===== src/rtl/fifo2gmii24.sv =====
// Line-FIFO to GMII transmitter: wraps one line descriptor and 640 YUV words into a single
// Ethernet II / IPv4 / UDP video frame with per-frame IPv4 id/checksum and trailing FCS.
module fifo2gmii24 #(
  parameter logic [47:0] eth_dst_mac = 48'hFFFF_FFFF_FFFF,
  parameter logic [47:0] eth_src_mac = 48'h0200_0000_0001,
  parameter logic [31:0] ipv4_src_tx = {8'd192, 8'd168, 8'd0, 8'd2},
  parameter logic [31:0] ipv4_dst_tx = {8'd192, 8'd168, 8'd0, 8'd1},
  parameter logic [15:0] src_port_tx = 16'd12345,
  parameter logic [15:0] dst_port_tx = 16'd12345,
  parameter int unsigned ifg_bytes   = 12
) (
  input  logic        clk125,
  input  logic        sys_rst_n,
  input  logic        id,
  input  logic        req,
  input  logic [11:0] y_info,
  input  logic [3:0]  x_info,
  output logic        ack,
  input  logic [15:0] fifo_dout,
  input  logic        fifo_empty,
  output logic        fifo_rd_en,
  output logic [7:0]  txd,
  output logic        tx_en,
  output logic        underrun
);

  localparam logic [2:0] StIdle = 3'd0;
  localparam logic [2:0] StPre  = 3'd1;
  localparam logic [2:0] StHdr  = 3'd2;
  localparam logic [2:0] StPay  = 3'd3;
  localparam logic [2:0] StFcs  = 3'd4;
  localparam logic [2:0] StIfg  = 3'd5;

  localparam logic [10:0] BcPreLast  = 11'h007;
  localparam logic [10:0] BcHdrLast  = 11'h034;
  localparam logic [10:0] BcPayLast  = 11'h534;
  localparam logic [10:0] BcFcsLast  = 11'h538;
  localparam logic [10:0] BcRdFirst  = 11'h032;
  localparam logic [10:0] BcRdLast   = 11'h530;
  localparam logic [10:0] BcCapFirst = 11'h034;
  localparam logic [10:0] BcCapLast  = 11'h532;
  localparam logic [7:0]  IfgLast    = 8'(ifg_bytes);

  logic [2:0]   state_q, state_d;
  logic [10:0]  bc_q;
  logic [7:0]   ifg_cnt_q;
  logic [11:0]  y_q;
  logic [3:0]   x_q;
  logic         id_q;
  logic [15:0]  ip_id_q;
  logic [15:0]  csum_q;
  logic [31:0]  crc_q;
  logic [15:0]  word_q;
  logic         und_q;
  logic         ack_q, rd_en_q, underrun_q, tx_en_q;
  logic [7:0]   txd_q;

  logic         tx_on, rd_slot, cap_slot;
  logic [31:0]  dst_ip;
  logic [19:0]  csum_sum;
  logic [16:0]  csum_fold;
  logic [15:0]  csum_d;
  logic [359:0] hdr, hdr_sh;
  logic [10:0]  hdr_idx, fcs_off;
  logic [31:0]  fcs;
  logic [7:0]   tx_byte;

  function automatic logic [31:0] crc32_byte(input logic [31:0] crc, input logic [7:0] data);
    logic [31:0] c;
    c = crc;
    for (int i = 0; i < 8; i++) begin
      c = (c[0] ^ data[i]) ? ((c >> 1) ^ 32'hEDB8_8320) : (c >> 1);
    end
    return c;
  endfunction

  always_comb begin
    tx_on    = (state_q == StPre) || (state_q == StHdr) || (state_q == StPay) ||
               (state_q == StFcs);
    // One word decision every other byte; the first two slots fall in the header as lead-in.
    rd_slot  = ((state_q == StHdr) || (state_q == StPay)) && !bc_q[0] &&
               (bc_q >= BcRdFirst) && (bc_q <= BcRdLast);
    cap_slot = ((state_q == StHdr) || (state_q == StPay)) && !bc_q[0] &&
               (bc_q >= BcCapFirst) && (bc_q <= BcCapLast);
  end

  always_comb begin
    dst_ip    = {ipv4_dst_tx[31:8], ipv4_dst_tx[7:0] + {7'd0, id_q}};
    csum_sum  = 20'h04500 + 20'h0051F + {4'd0, ip_id_q} + 20'h04000 + 20'h04011
              + {4'd0, ipv4_src_tx[31:16]} + {4'd0, ipv4_src_tx[15:0]}
              + {4'd0, dst_ip[31:16]} + {4'd0, dst_ip[15:0]};
    csum_fold = {1'b0, csum_sum[15:0]} + {13'd0, csum_sum[19:16]};
    csum_d    = ~(csum_fold[15:0] + {15'd0, csum_fold[16]});
  end

  always_comb begin
    hdr = {eth_dst_mac, eth_src_mac, 16'h0800,
           8'h45, 8'h00, 16'h051F, ip_id_q, 16'h4000, 8'h40, 8'h11, csum_q,
           ipv4_src_tx, dst_ip,
           src_port_tx, dst_port_tx, 16'h050B, 16'h0000,
           8'h00, y_q[7:0], x_q, y_q[11:8]};
    hdr_idx = BcHdrLast - bc_q;
    hdr_sh  = hdr >> {hdr_idx[5:0], 3'b000};
    fcs_off = bc_q - BcPayLast - 11'd1;
    fcs     = ~crc_q;
    tx_byte = 8'h00;
    case (state_q)
      StPre:   tx_byte = (bc_q == BcPreLast) ? 8'hD5 : 8'h55;
      StHdr:   tx_byte = hdr_sh[7:0];
      StPay:   tx_byte = bc_q[0] ? word_q[15:8] : word_q[7:0];
      StFcs:   tx_byte = fcs[{fcs_off[1:0], 3'b000} +: 8];
      default: tx_byte = 8'h00;
    endcase
  end

  always_comb begin
    state_d = state_q;
    case (state_q)
      StIdle:  if (req) state_d = StPre;
      StPre:   if (bc_q == BcPreLast) state_d = StHdr;
      StHdr:   if (bc_q == BcHdrLast) state_d = StPay;
      StPay:   if (bc_q == BcPayLast) state_d = StFcs;
      StFcs:   if (bc_q == BcFcsLast) state_d = StIfg;
      StIfg:   if (ifg_cnt_q == IfgLast) state_d = StIdle;
      default: state_d = StIdle;
    endcase
  end

  always_ff @(posedge clk125 or negedge sys_rst_n) begin
    if (!sys_rst_n) begin
      state_q    <= StIdle;
      bc_q       <= '0;
      ifg_cnt_q  <= '0;
      y_q        <= '0;
      x_q        <= '0;
      id_q       <= 1'b0;
      ip_id_q    <= '0;
      csum_q     <= '0;
      crc_q      <= '1;
      word_q     <= '0;
      und_q      <= 1'b0;
      ack_q      <= 1'b0;
      rd_en_q    <= 1'b0;
      underrun_q <= 1'b0;
      tx_en_q    <= 1'b0;
      txd_q      <= '0;
    end else begin
      state_q    <= state_d;
      ack_q      <= 1'b0;
      rd_en_q    <= 1'b0;
      underrun_q <= 1'b0;
      tx_en_q    <= tx_on;
      txd_q      <= tx_on ? tx_byte : 8'h00;
      if (tx_on) bc_q <= bc_q + 11'd1;
      if ((state_q == StIdle) && req) begin
        ack_q <= 1'b1;
        y_q   <= y_info;
        x_q   <= x_info;
        id_q  <= id;
        bc_q  <= '0;
      end
      // Latched descriptor is stable through the preamble, so the checksum settles here.
      if (state_q == StPre) begin
        crc_q  <= '1;
        csum_q <= csum_d;
      end
      if ((state_q == StHdr) || (state_q == StPay)) crc_q <= crc32_byte(crc_q, tx_byte);
      if (rd_slot) begin
        und_q      <= fifo_empty;
        rd_en_q    <= !fifo_empty;
        underrun_q <= fifo_empty;
      end
      if (cap_slot) word_q <= und_q ? 16'h0000 : fifo_dout;
      if (state_q == StIfg) begin
        ifg_cnt_q <= ifg_cnt_q + 8'd1;
        if (ifg_cnt_q == IfgLast) ip_id_q <= ip_id_q + 16'd1;
      end else begin
        ifg_cnt_q <= '0;
      end
    end
  end

  assign ack        = ack_q;
  assign fifo_rd_en = rd_en_q;
  assign underrun   = underrun_q;
  assign tx_en      = tx_en_q;
  assign txd        = txd_q;

endmodule


===== config.mk =====
export PLATFORM = sky130hd
export DESIGN_NAME = fifo2gmii24
export DESIGN_NICKNAME = d
export VERILOG_FILES = /design/src/rtl/fifo2gmii24.sv
export SDC_FILE = /design/constraint.sdc
export NUM_CORES = 1
export LEC_CHECK = 0
export BUFFER_PORTS_ARGS = -buffer_cell sky130_fd_sc_hd__buf_2
export CAP_MARGIN = 20
export CORE_MARGIN = 3
export CORE_UTILIZATION = 35
export DETAILED_ROUTE_END_ITERATION = 12
export GPL_ROUTABILITY_DRIVEN = 0
export GPL_TIMING_DRIVEN = 0
export PLACE_DENSITY = 0.62
export SLEW_MARGIN = 0
export SYNTH_ARGS = -nofsm -noshare
export SYNTH_HDL_FRONTEND = slang
export SYNTH_SLANG_ARGS = --single-unit

===== constraint.sdc =====
create_clock -name clk125 -period 7.1 [get_ports clk125]
set_clock_uncertainty 0.2 [all_clocks]
set_input_delay 1.42 -clock clk125 [delete_from_list [all_inputs] [get_ports clk125]]
set_output_delay 1.42 -clock clk125 [all_outputs]
set_load 0.02 [all_outputs]

# After elaboration in Yosys (flattened, before gate mapping)
# Index checks and enable logic that the tools add are counted.
dict set report classes {
  shift 2
  n_mux 28
  n_reduce_logical 17
  n_eq_ne 16
  magnitude_cmp 4
  bitwise 18
  addsub 16
}
# op count
set op_table {}
lappend op_table {{right shift 360 x 9 -> 8 bit} 1}
lappend op_table {{two-way mux 32 bit} 10}
lappend op_table {{inverter 13 -> 14 bit} 8}
lappend op_table {{two-way mux 8 bit} 4}
lappend op_table {{inverter 32 bit} 1}
lappend op_table {{case mux 8 bit (4 select lines)} 1}
lappend op_table {{indexed part select 32 x 6 -> 8 bit} 1}
lappend op_table {{== test 11 bit, second input constant} 2}
lappend op_table {{>= comparator 11 x 6 -> 1 bit, second input constant} 2}
lappend op_table {{less-or-equal comparator 11 bit, second input constant} 2}
lappend op_table {{two-way mux 11 bit} 2}
lappend op_table {{adder 19 x 16 -> 20 bit, second input constant} 1}
lappend op_table {{adder 20 x 16 -> 20 bit, second input constant} 1}
lappend op_table {{adder 20 x 2 -> 20 bit} 1}
lappend op_table {{adder 20 x 2 -> 20 bit, second input constant} 1}
lappend op_table {{adder 18 x 15 -> 19 bit, second input constant} 1}
lappend op_table {{adder 17 x 15 -> 18 bit, second input constant} 1}
lappend op_table {{two-way mux 3 bit} 6}
lappend op_table {{case mux 3 bit (6 select lines)} 1}
lappend op_table {{adder 15 x 16 -> 17 bit, first input constant} 1}
lappend op_table {{adder 16 x 4 -> 17 bit} 1}
lappend op_table {{adder 16 x 1 -> 16 bit} 1}
lappend op_table {{adder 16 x 1 -> 16 bit, second input constant} 1}
lappend op_table {{two-way mux 16 bit} 1}
lappend op_table {{other kinds (23)} 49}
dict set report totals {
  out_inout_bits 12
  register_bits 132
  word_cells 117
}

# Logic depth before layout (Yosys ltp)
# Gate-level depths: netlist of run 1.
dict set report depth {
  ltp_word 21
  ltp_mapped 26
}

# Least setup slack after synthesis of run 1
# OpenSTA, ideal clock, no wires.
dict set report synth_timing {
  path_type {reg-to-reg}
  from {register ip_id_q[7]}
  to {register csum_q[12]}
  period_less_slack_ns 5.448
  setup_ns 0.131
  path_stages_with_launch 25
  t_required_ns 6.769
  t_arrival_ns 5.117
  setup_slack_ns 1.652
  cell_sequence {dfrtp_1 -> inv_1 -> ha_1 -> or3b_2 -> o31ai_1 -> a21oi_1 -> nor3_1 -> o21ai_0 -> o21bai_1 -> ha_1 -> inv_1 -> ha_1 -> nor2b_1 -> nand4_1 -> or3_1 -> nor3_1 -> ha_1 -> ha_1 -> nor3b_1 -> and2_1 -> and4_1 -> o21ai_1 -> or3b_2 -> xnor2_1 -> o21ai_1}
}
dict set report synth_between {
  elab_chain_cells 10
}
# element line
set synth_rtl {}
lappend synth_rtl {{start: declaration} 50} ;# logic [15:0] ip_id_q;
lappend synth_rtl {{start signal: assignment} 176} ;# if (ifg_cnt_q == IfgLast) ip_id_q <= ip_id_q + 16'd1;
lappend synth_rtl {{adder 15 x 16 -> 17 bit} 89} ;# csum_sum = 20'h04500 + 20'h0051F + {4'd0, ip_id_q} + 20'h04000 + 20'h04011
lappend synth_rtl {{adder 17 x 15 -> 18 bit} 89}
lappend synth_rtl {{adder 18 x 15 -> 19 bit} 89}
lappend synth_rtl {{adder 19 x 16 -> 20 bit} 90} ;# + {4'd0, ipv4_src_tx[31:16]} + {4'd0, ipv4_src_tx[15:0]}
lappend synth_rtl {{adder 20 x 2 -> 20 bit} 90}
lappend synth_rtl {{adder 20 x 16 -> 20 bit} 91} ;# + {4'd0, dst_ip[31:16]} + {4'd0, dst_ip[15:0]};
lappend synth_rtl {{adder 20 x 2 -> 20 bit} 91}
lappend synth_rtl {{adder 16 x 4 -> 17 bit} 92} ;# csum_fold = {1'b0, csum_sum[15:0]} + {13'd0, csum_sum[19:16]};
lappend synth_rtl {{adder 16 x 1 -> 16 bit} 93} ;# csum_d = ~(csum_fold[15:0] + {15'd0, csum_fold[16]});
lappend synth_rtl {{inverter 16 bit} 93}
lappend synth_rtl {{end signal: assignment} 165} ;# csum_q <= csum_d;
lappend synth_rtl {{end: declaration} 51} ;# logic [15:0] csum_q;
# No other way between the ends.
# A chain may end at the register's enable or synchronous reset.

# Worst setup path after layout of run 1
# Ends and elaborated chain as after synthesis.

==> results, run 1 <==
- Across the run, the number of max-cap violations was 0.
- The clock tree root buffer cell is sky130_fd_sc_hd__clkbuf_16.
- The wire length of the first global-routing pass is 39150 microns.
- Dividing the detail-routed via count by the number of cells gives 5.400.
- No sink is reached through more buffers than the 2 on the longest clock path.
- After synthesis, the share of cell area in mux cells is 5.983%.
- After clock tree synthesis, the repair step resized 0 gates.
- The final net count is 1052.
- The max-slew violation total from the final report is 0.
- The post-route netlist has 18.42% of its cells at a drive strength greater than 1.
- The total standard cell area after synthesis is 8762 sq um.
- For this run, asynchronously set or reset flops after synthesis account for 100.0%.
- The type of element capturing the critical path is a flip-flop.
- The initial antenna violation count was 0.
- In the synthesized netlist the dominant register cell turns out to be sky130_fd_sc_hd__dfrtp_1.
- Summing the areas of all xor and xnor instances in the mapped netlist gives 16.11% of the synthesized area.
- Summed over all layers, the global routing overflow is 0.
- Global routing used 27.38% of the available met2 tracks.
- The cell area after layout is 10050 sq um.
- The total area inside the core boundary comes to 24460 sq um.
- The maximum operating frequency is 156.8 MHz.
- The total wire length after detailed routing is 24420 microns.
- Before antenna repair, the detailed router went through 6 iterations.
- In this run the most used layer during global routing was met1.
- Compared with the post-synthesis result, the final layout area differs by 14.75%.
- The synthesized area divided by synthesized cell count is 9.545 sq um.
- Counting distinct cell types in the post-synthesis netlist gives 86.
- For this run, the total global-route usage over all layers was measured as 18.76%.
- Counting every net in the synthesized netlist gives 984.
- Detailed placement ended at an HPWL of 18090 microns.
- The pin count of the biggest net entering global routing is 88.
- The actual slew at the worst max-slew pin is 1.004 ns.
- The worst hold path class is flip-flop to flip-flop.
- The count of boundary I/O pins is 49.
- The count of standard-cell rows is 57.
- The fill cell total of the finished layout is 2412.
- After technology mapping, the gate count stands at 918.
- The starting density of the core is 35.82%.
- The die covers 26970 sq um.
- The die is 164.2 microns tall.
- During synthesis, Yosys emitted a total of 0 warnings.
- The count of vias placed by the detailed router is 7144.
- The number of design rule violations left after detail routing is 0.
- CTS saw 132 sinks.
- TritonCTS built the clock tree.
- The clock latency at the later pin of the worst-skew pair is 0.44 ns.
- The final count of hold timing violations is 0.
- The count of input and output buffers is 48.
- STA classifies the critical path startpoint as a flip-flop.
- In this run the worst path has a maximum fanout of 7.
- The chip width is 164.2 microns.
- The run finished with clean final reports.
- The data arrival time at the worst-slack endpoint is 6.47 ns.
- The starting DRC count in detailed routing is 560.
- The required time at the worst-slack endpoint is 7.19 ns.
- CTS built an H-tree with a depth of 4.
- By area, the combinational part of the netlist is dominated by simple AND/OR/NAND/NOR gates.
- After clock tree synthesis, the flow added hold-fix buffers numbering 0.
- The met1 track demand over resource is 27.66%.
- Measured against its own limit, the worst slew margin works out to 32.11%.
- The simple-gate share of the synthesized area is 16.24%.
- The number of register bits inferred by synthesis is 132.
- TritonCTS created 17 clock buffers.
- Subtracting the final worst setup slack from the clock period gives 6.377 ns.
- In the final routed layout, each cell accounts on average for 18.45 microns.
- Of the available clock period, the critical path in the final layout requires 89.81%.
- The synthesized-area fraction occupied by adder cells is 4.227%.
- The number of setup buffers added after CTS is 0.
- The final number of setup-violating endpoints is 0.
- The setup TNS is 0 ns.
- The synthesized netlist devotes 15.42% of its cell area to compound gates.
- The standard cell area after detailed placement is 9442 sq um.
- Setup repair after global routing left no endpoint under its margin.
- Summing the sequential cell areas from Yosys gives 38.16% of the chip area.
- The number of global-route vias before repair came to 7012.
- The clock slew seen by the registers of the worst setup and hold paths is 0.07 ns.
- The global routing met3 resource utilization is 3.909%.
- The repair_antennas step left the layout with diodes totalling 0.
- The post-detailed-route count of antenna-violating nets is 0.
- The category of the most critical setup path is flip-flop to flip-flop.
- Counting flops with a built-in enable in the synthesized netlist gives 0.
==> cell families (layout without fill, tap and decap cells) <==
| logic type | Yosys count | in the layout |
|---|---|---|
| muxes | 43 | 43 |
| buffers and inverters | 81 | 162 |
| AOI/OAI and AO/OA | 214 | 214 |
| adders and majority gates | 29 | 29 |
| xor gates and xnor gates | 130 | 130 |
| DFF | 132 | 132 |
| and+or+nand+nor | 289 | 289 |
==> state kept, by name (all words and copies together) (netlist names), 3 cells and up <==
name,flops
x_q,4
csum_q,16
word_q,16
txd,8
state_q,3
crc_q,32
ip_id_q,16
ifg_cnt_q,8
bc_q,11
y_q,12
==> worst paths after layout <==
check,slack [ns],end,startpoint,cells after the start
max reg2reg,0.72,csum_q[12],ip_id_q[7],24
max,0.72,csum_q[12],ip_id_q[7],24
min,0.28,word_q[3],word_q[3],2
min in group asynchronous,0.72,bc_q[1],sys_rst_n,1
min reg2reg,0.28,word_q[3],word_q[3],2
max in group asynchronous,5.18,ip_id_q[3],sys_rst_n,2
==> cells in the final DEF (no fill, tap or decap), types with 15 or more instances in the layout <==
master,count
sky130_fd_sc_hd__a21oi_1,67
sky130_fd_sc_hd__dfstp_2,32
sky130_fd_sc_hd__dfrtp_1,100
sky130_fd_sc_hd__clkbuf_16,17
sky130_fd_sc_hd__mux2_2,15
sky130_fd_sc_hd__clkbuf_1,31
sky130_fd_sc_hd__ha_1,28
sky130_fd_sc_hd__nor3_1,16
sky130_fd_sc_hd__nand3_1,15
sky130_fd_sc_hd__mux2i_1,22
sky130_fd_sc_hd__nand2_1,74
sky130_fd_sc_hd__nor2_1,83
sky130_fd_sc_hd__nand4_1,16
sky130_fd_sc_hd__o21ai_0,64
sky130_fd_sc_hd__buf_2,60
sky130_fd_sc_hd__xnor2_1,72
sky130_fd_sc_hd__xor2_1,37
sky130_fd_sc_hd__inv_1,30
sky130_fd_sc_hd__nand2b_1,26
==> metrics by stage <==
| step | hold WS [ns] | util [%] | instances | worst slack [ns] |
|---|---|---|---|---|
| floorplan | 0.2413 | - | 918 | 1.652 |
| global placement | 0.2639 | 38.46 | 1290 | 0.8897 |
| detailed placement | 0.2710 | 38.60 | 1291 | 0.7554 |
| CTS | 0.2870 | 41.10 | 1323 | 0.7300 |
| global route | 0.3127 | 41.10 | 1323 | 0.2050 |
| finish | 0.2785 | 41.10 | 1323 | 0.7235 |
==> critical path, cell delays in order, from the launching register on <==
cell	delay (ns)
sky130_fd_sc_hd__dfrtp_1	0.50
sky130_fd_sc_hd__inv_1	0.14
sky130_fd_sc_hd__ha_1	0.35
sky130_fd_sc_hd__or3b_2	0.45
sky130_fd_sc_hd__o31ai_1	0.35
sky130_fd_sc_hd__a21oi_1	0.19
sky130_fd_sc_hd__nor3_1	0.22
sky130_fd_sc_hd__o21ai_0	0.17
sky130_fd_sc_hd__o21bai_1	0.20
sky130_fd_sc_hd__ha_1	0.22
sky130_fd_sc_hd__inv_1	0.06
sky130_fd_sc_hd__ha_1	0.22
sky130_fd_sc_hd__nor2b_1	0.29
sky130_fd_sc_hd__nand4_1	0.13
sky130_fd_sc_hd__or3_1	0.35
sky130_fd_sc_hd__nor3_1	0.20
sky130_fd_sc_hd__ha_1	0.21
sky130_fd_sc_hd__ha_1	0.18
sky130_fd_sc_hd__nor3b_1	0.26
sky130_fd_sc_hd__and2_1	0.21
sky130_fd_sc_hd__and4_1	0.26
sky130_fd_sc_hd__o21ai_1	0.14
sky130_fd_sc_hd__or3b_2	0.50
sky130_fd_sc_hd__xnor2_1	0.18
sky130_fd_sc_hd__o21ai_1	0.07
==> layer usage <==
| layer | wire [microns] | vias up |
|---|---|---|
| met5 | 0 | - |
| met2 | 10550 | 258 |
| met1 | 11540 | 3477 |
| met3 | 1704 | 40 |
| met4 | 619 | 0 |
| li1 | - | 3369 |
==> synthesized netlist by cell type (all sizes together), types with 4 or more instances <==
master / instances / area (sq um)
a21oi: 68 / 344.1
o21ai: 68 / 347.8
nor2b: 9 / 58.81
o211ai: 5 / 37.54
clkbuf: 31 / 116.4
mux2: 15 / 168.9
or3: 8 / 50.05
o21a: 4 / 37.53
xnor2: 80 / 794.5
nand2b: 26 / 162.7
mux4: 6 / 135.1
nand3: 15 / 75.07
o221ai: 4 / 35.03
inv: 31 / 116.4
nand2: 74 / 277.8
nor3: 17 / 90.09
o22ai: 8 / 50.05
ha: 28 / 350.3
a211oi: 4 / 30.03
and2: 5 / 31.28
nor3b: 6 / 50.05
and3: 11 / 68.82
buf: 18 / 102.6
mux2i: 22 / 220.2
dfstp: 32 / 840.8
xor2: 43 / 455.4
o31ai: 4 / 43.79
nor2: 83 / 311.6
a221oi: 6 / 52.55
dfrtp: 100 / 2502
nor4: 4 / 25.02
nand4: 16 / 100.1
xnor3: 4 / 90.09
a31oi: 6 / 37.54
==> cell type report <==
cell class	count	area, sq um	area share, %
flip-flops and latches	132	3343	33.25
repair buffers	49	274.0	2.725
inverters	32	120.1	1.195
multi-input cells	705	5080	50.52
clock inverters	15	187.7	1.867
well taps	324	405.4	4.032
clock buffers	17	425.4	4.231
plain buffers	49	219.0	2.178
Power of run 1 is left out: the tool's default activity adds up to more than one toggle a clock period on the data nets, which glitch-free logic cannot reach.
==> inputs of run 2 (changes only) <==
--- a/config.mk
+++ b/config.mk
@@ -12,7 +12,7 @@
 export DETAILED_ROUTE_END_ITERATION = 12
 export GPL_ROUTABILITY_DRIVEN = 0
 export GPL_TIMING_DRIVEN = 0
-export PLACE_DENSITY = 0.62
+export PLACE_DENSITY = 0.57
 export SLEW_MARGIN = 0
 export SYNTH_ARGS = -nofsm -noshare
 export SYNTH_HDL_FRONTEND = slang
==> results, run 2 (synthesis gave the netlist of run 1 again) <==
- The number of buffers inserted by hold repair at cts is 0.
- The number of CTS-inserted buffers is 17.
- Clock tree synthesis found a total of 132 sinks.
- The final number of setup-violating endpoints is 0.
- Ranked by flip-flop count, first place goes to crc_q.
- Leaving out fill and tap cells, the most frequent cell in the layout is sky130_fd_sc_hd__dfrtp_1.
- The later pin in the worst-skew pair is clocked with a latency of 0.42 ns.
- The detailed placement HPWL is 18130 microns.
- The startpoint identified for the worst register-to-register timing path is ip_id_q[7].
- The launch point of the critical path is ip_id_q[7].
- The end of the worst hold path is word_q[0].
- The max capacitance violation total is 0.
- The detailed router finished its first iteration with 573 violations.
- The count of input and output buffers is 48.
- The clock slew seen by the registers of the worst setup and hold paths is 0.06 ns.
- The post-cts sizing count is 0.
- For this run, the detailed router's first-pass iteration total came to 5.
- STA puts the critical path data arrival time at 6.66 ns.
- The worst hold path begins at word_q[0].
- The final count of hold timing violations is 0.
- The global-route usage over all layers is 18.60%.
- The height of the die is 164.2 microns.
- Counting along the longest clock path gives a buffer depth of 2.
- The number of global-route vias before repair is 6855.
- Setup repair after global routing left no endpoint under its margin.
- The max-slew violation total from the final report is 0.
- Walking the worst path, the cells encountered are inv_1 -> ha_1 -> or3b_2 -> o31ai_2 -> a21oi_1 -> nor3_1 -> o21ai_0 -> o21bai_2 -> ha_1 -> inv_1 -> ha_1 -> nor2b_1 -> nand4_1 -> or3_1 -> nor3_2 -> ha_1 -> ha_1 -> nor3b_1 -> and2_1 -> and4_1 -> o21ai_1 -> or3b_2 -> xnor2_1 -> o21ai_1.
- The remaining global-route overflow is 0.
- The number of setup buffers added after CTS is 0.
- For this block, the routed nets add up to 24280 microns of wire.
- The cell area after layout is 10040 sq um.
- TritonCTS built the clock tree.
- For this configuration, the core starts out at a cell density of 35.82%.
- The post-detailed-route count of antenna-violating nets is 0.
- The die is 164.2 microns wide.
- The final layout contains 1052 nets.
- Row generation in the floorplan step produced 57 rows.
- At the worst endpoint, the required time is 7.18 ns.
- The register with the most flip-flops in the layout has 32 of them.
- The worst pin sits at a relative slew slack of 33.01%.
- The pin count of the biggest net entering global routing is 73.
- For this block, the via count after detailed routing is 7144.
- The wire length of the first global-routing pass is 38940 microns.
- Counting instances, the worst hold path has a depth of 2.
- The number of cells in the design after placement is 1291.
- The area of the die is 26970 sq um.
- The H-tree generated during clock tree synthesis spans 4 levels.
- The core region is 24460 sq um.
- The area added between synthesis and finish is 14.54%.
- The maximum operating frequency is 152.0 MHz.
- The flow ran to the end, and the final reports show no timing, DRC or antenna violations.
- The count of boundary I/O pins is 49.
- The critical path startpoint category is a flip-flop.
- The setup slack of the most critical reg-to-reg path is 0.52 ns.
- The setup TNS is 0 ns.
- The number of buffers and inverters on the critical path is 2.
- The library cells used most frequently in the layout, excluding fill and tap cells, are sky130_fd_sc_hd__dfrtp_1 (100), sky130_fd_sc_hd__nor2_1 (83), sky130_fd_sc_hd__nand2_1 (74), sky130_fd_sc_hd__xnor2_1 (72), sky130_fd_sc_hd__a21oi_1 (67).
- The mean number of vias per cell is 5.400.
- The family with the most delay on the worst path is simple AND/OR/NAND/NOR gates.
- For the pin with the worst max-slew slack, the measured transition is 0.9976 ns.
- For this run, design rule violations remaining after detail routing come to 0.
- Of all nets on the critical path, the largest fanout is 7.
- For this run, the slowest stage of the critical path takes 0.51 ns.
- The worst register-to-register path has a depth of 24.
- By instance count, the cell type seen most on the critical path is sky130_fd_sc_hd__ha_1.
- The endpoint of the most critical register-to-register path is csum_q[12].
- The initial antenna violation count is 0.
- The category of the most critical setup path is flip-flop to flip-flop.
- Dividing the detail-routed wire length by the instance count gives 18.35 microns.
- The clock tree root buffer cell is sky130_fd_sc_hd__clkbuf_16.
- The largest individual stage delay along the critical path comes from the cell sky130_fd_sc_hd__dfrtp_1.
- The number of antenna repair diodes is 0.
- The worst path in the final design needs a cycle of 6.579 ns, including I/O delays and setup.
- The tightest min-delay check is of the flip-flop to flip-flop type.
- The standard cell area after detailed placement is 9442 sq um.
- The worst setup path is captured at a flip-flop.
- In the final layout, the share of cells above drive strength 1 is 18.62%.
- The period utilization is 92.66%.
- The number of cells in the finished layout apart from fillers is 1323.
[run 2: cell count changes in the layout (fill, tap and decap cells not counted), sizes merged]
| cell | previous run | this run |
|---|---|---|
| clkbuf | 48 | 49 |
| clkinv | 5 | 7 |
| inv | 40 | 37 |
[run 2: worst max-delay path by stage]
stage,slack [ns],endpoint,depth (start not counted)
floorplan,1.65,csum_q[12],24
finish,0.52,csum_q[12],24
detailed placement,0.27,csum_q[12],24
CTS,0.24,csum_q[15],23
global placement,0.30,csum_q[12],24
global route,0.07,csum_q[12],24
[run 2: final cells by class]
| class | count | area, sq um |
|---|---|---|
| inverter | 32 | 120.1 |
| buffer | 49 | 219.0 |
| clock buffer | 18 | 429.2 |
| tap | 324 | 405.4 |
| multi-input combinational | 705 | 5094 |
| sequential | 132 | 3343 |
| timing repair buffer | 49 | 274.0 |
| fill | 2431 | 14430 |
| clock inverter | 14 | 151.4 |
[run 2: worst register-to-register path, stage by stage (launching register included)]
cell and delay [ns]:
sky130_fd_sc_hd__dfrtp_1 0.51, sky130_fd_sc_hd__inv_1 0.15, sky130_fd_sc_hd__ha_1 0.35, sky130_fd_sc_hd__or3b_2 0.46
sky130_fd_sc_hd__o31ai_2 0.27, sky130_fd_sc_hd__a21oi_1 0.18, sky130_fd_sc_hd__nor3_1 0.21, sky130_fd_sc_hd__o21ai_0 0.18
sky130_fd_sc_hd__o21bai_2 0.24, sky130_fd_sc_hd__ha_1 0.22, sky130_fd_sc_hd__inv_1 0.05, sky130_fd_sc_hd__ha_1 0.22
sky130_fd_sc_hd__nor2b_1 0.31, sky130_fd_sc_hd__nand4_1 0.20, sky130_fd_sc_hd__or3_1 0.38, sky130_fd_sc_hd__nor3_2 0.32
sky130_fd_sc_hd__ha_1 0.22, sky130_fd_sc_hd__ha_1 0.17, sky130_fd_sc_hd__nor3b_1 0.26, sky130_fd_sc_hd__and2_1 0.21
sky130_fd_sc_hd__and4_1 0.24, sky130_fd_sc_hd__o21ai_1 0.15, sky130_fd_sc_hd__or3b_2 0.51, sky130_fd_sc_hd__xnor2_1 0.17
sky130_fd_sc_hd__o21ai_1 0.07
[run 2: layer usage]
metal / vias up / GRT usage (%) / routed length [microns]
li1: 3376 / - / -
met1: 3445 / 27.71 / 11590
met2: 292 / 27.28 / 10360
met3: 31 / 3.960 / 1870
met4: 0 / 4.844 / 459
met5: - / 0 / 0
[run 2: through the flow]
stage	hold WS (ns)	util, %	worst slack (ns)
after global routing	0.3069	41.03	0.07173
after CTS	0.2841	40.97	0.2422
after floorplan	0.2413	-	1.652
after detailed placement	0.2707	38.60	0.2696
after global placement	0.2613	38.46	0.2961
final	0.2795	41.03	0.5215
Power of run 2 is left out for the same reason.
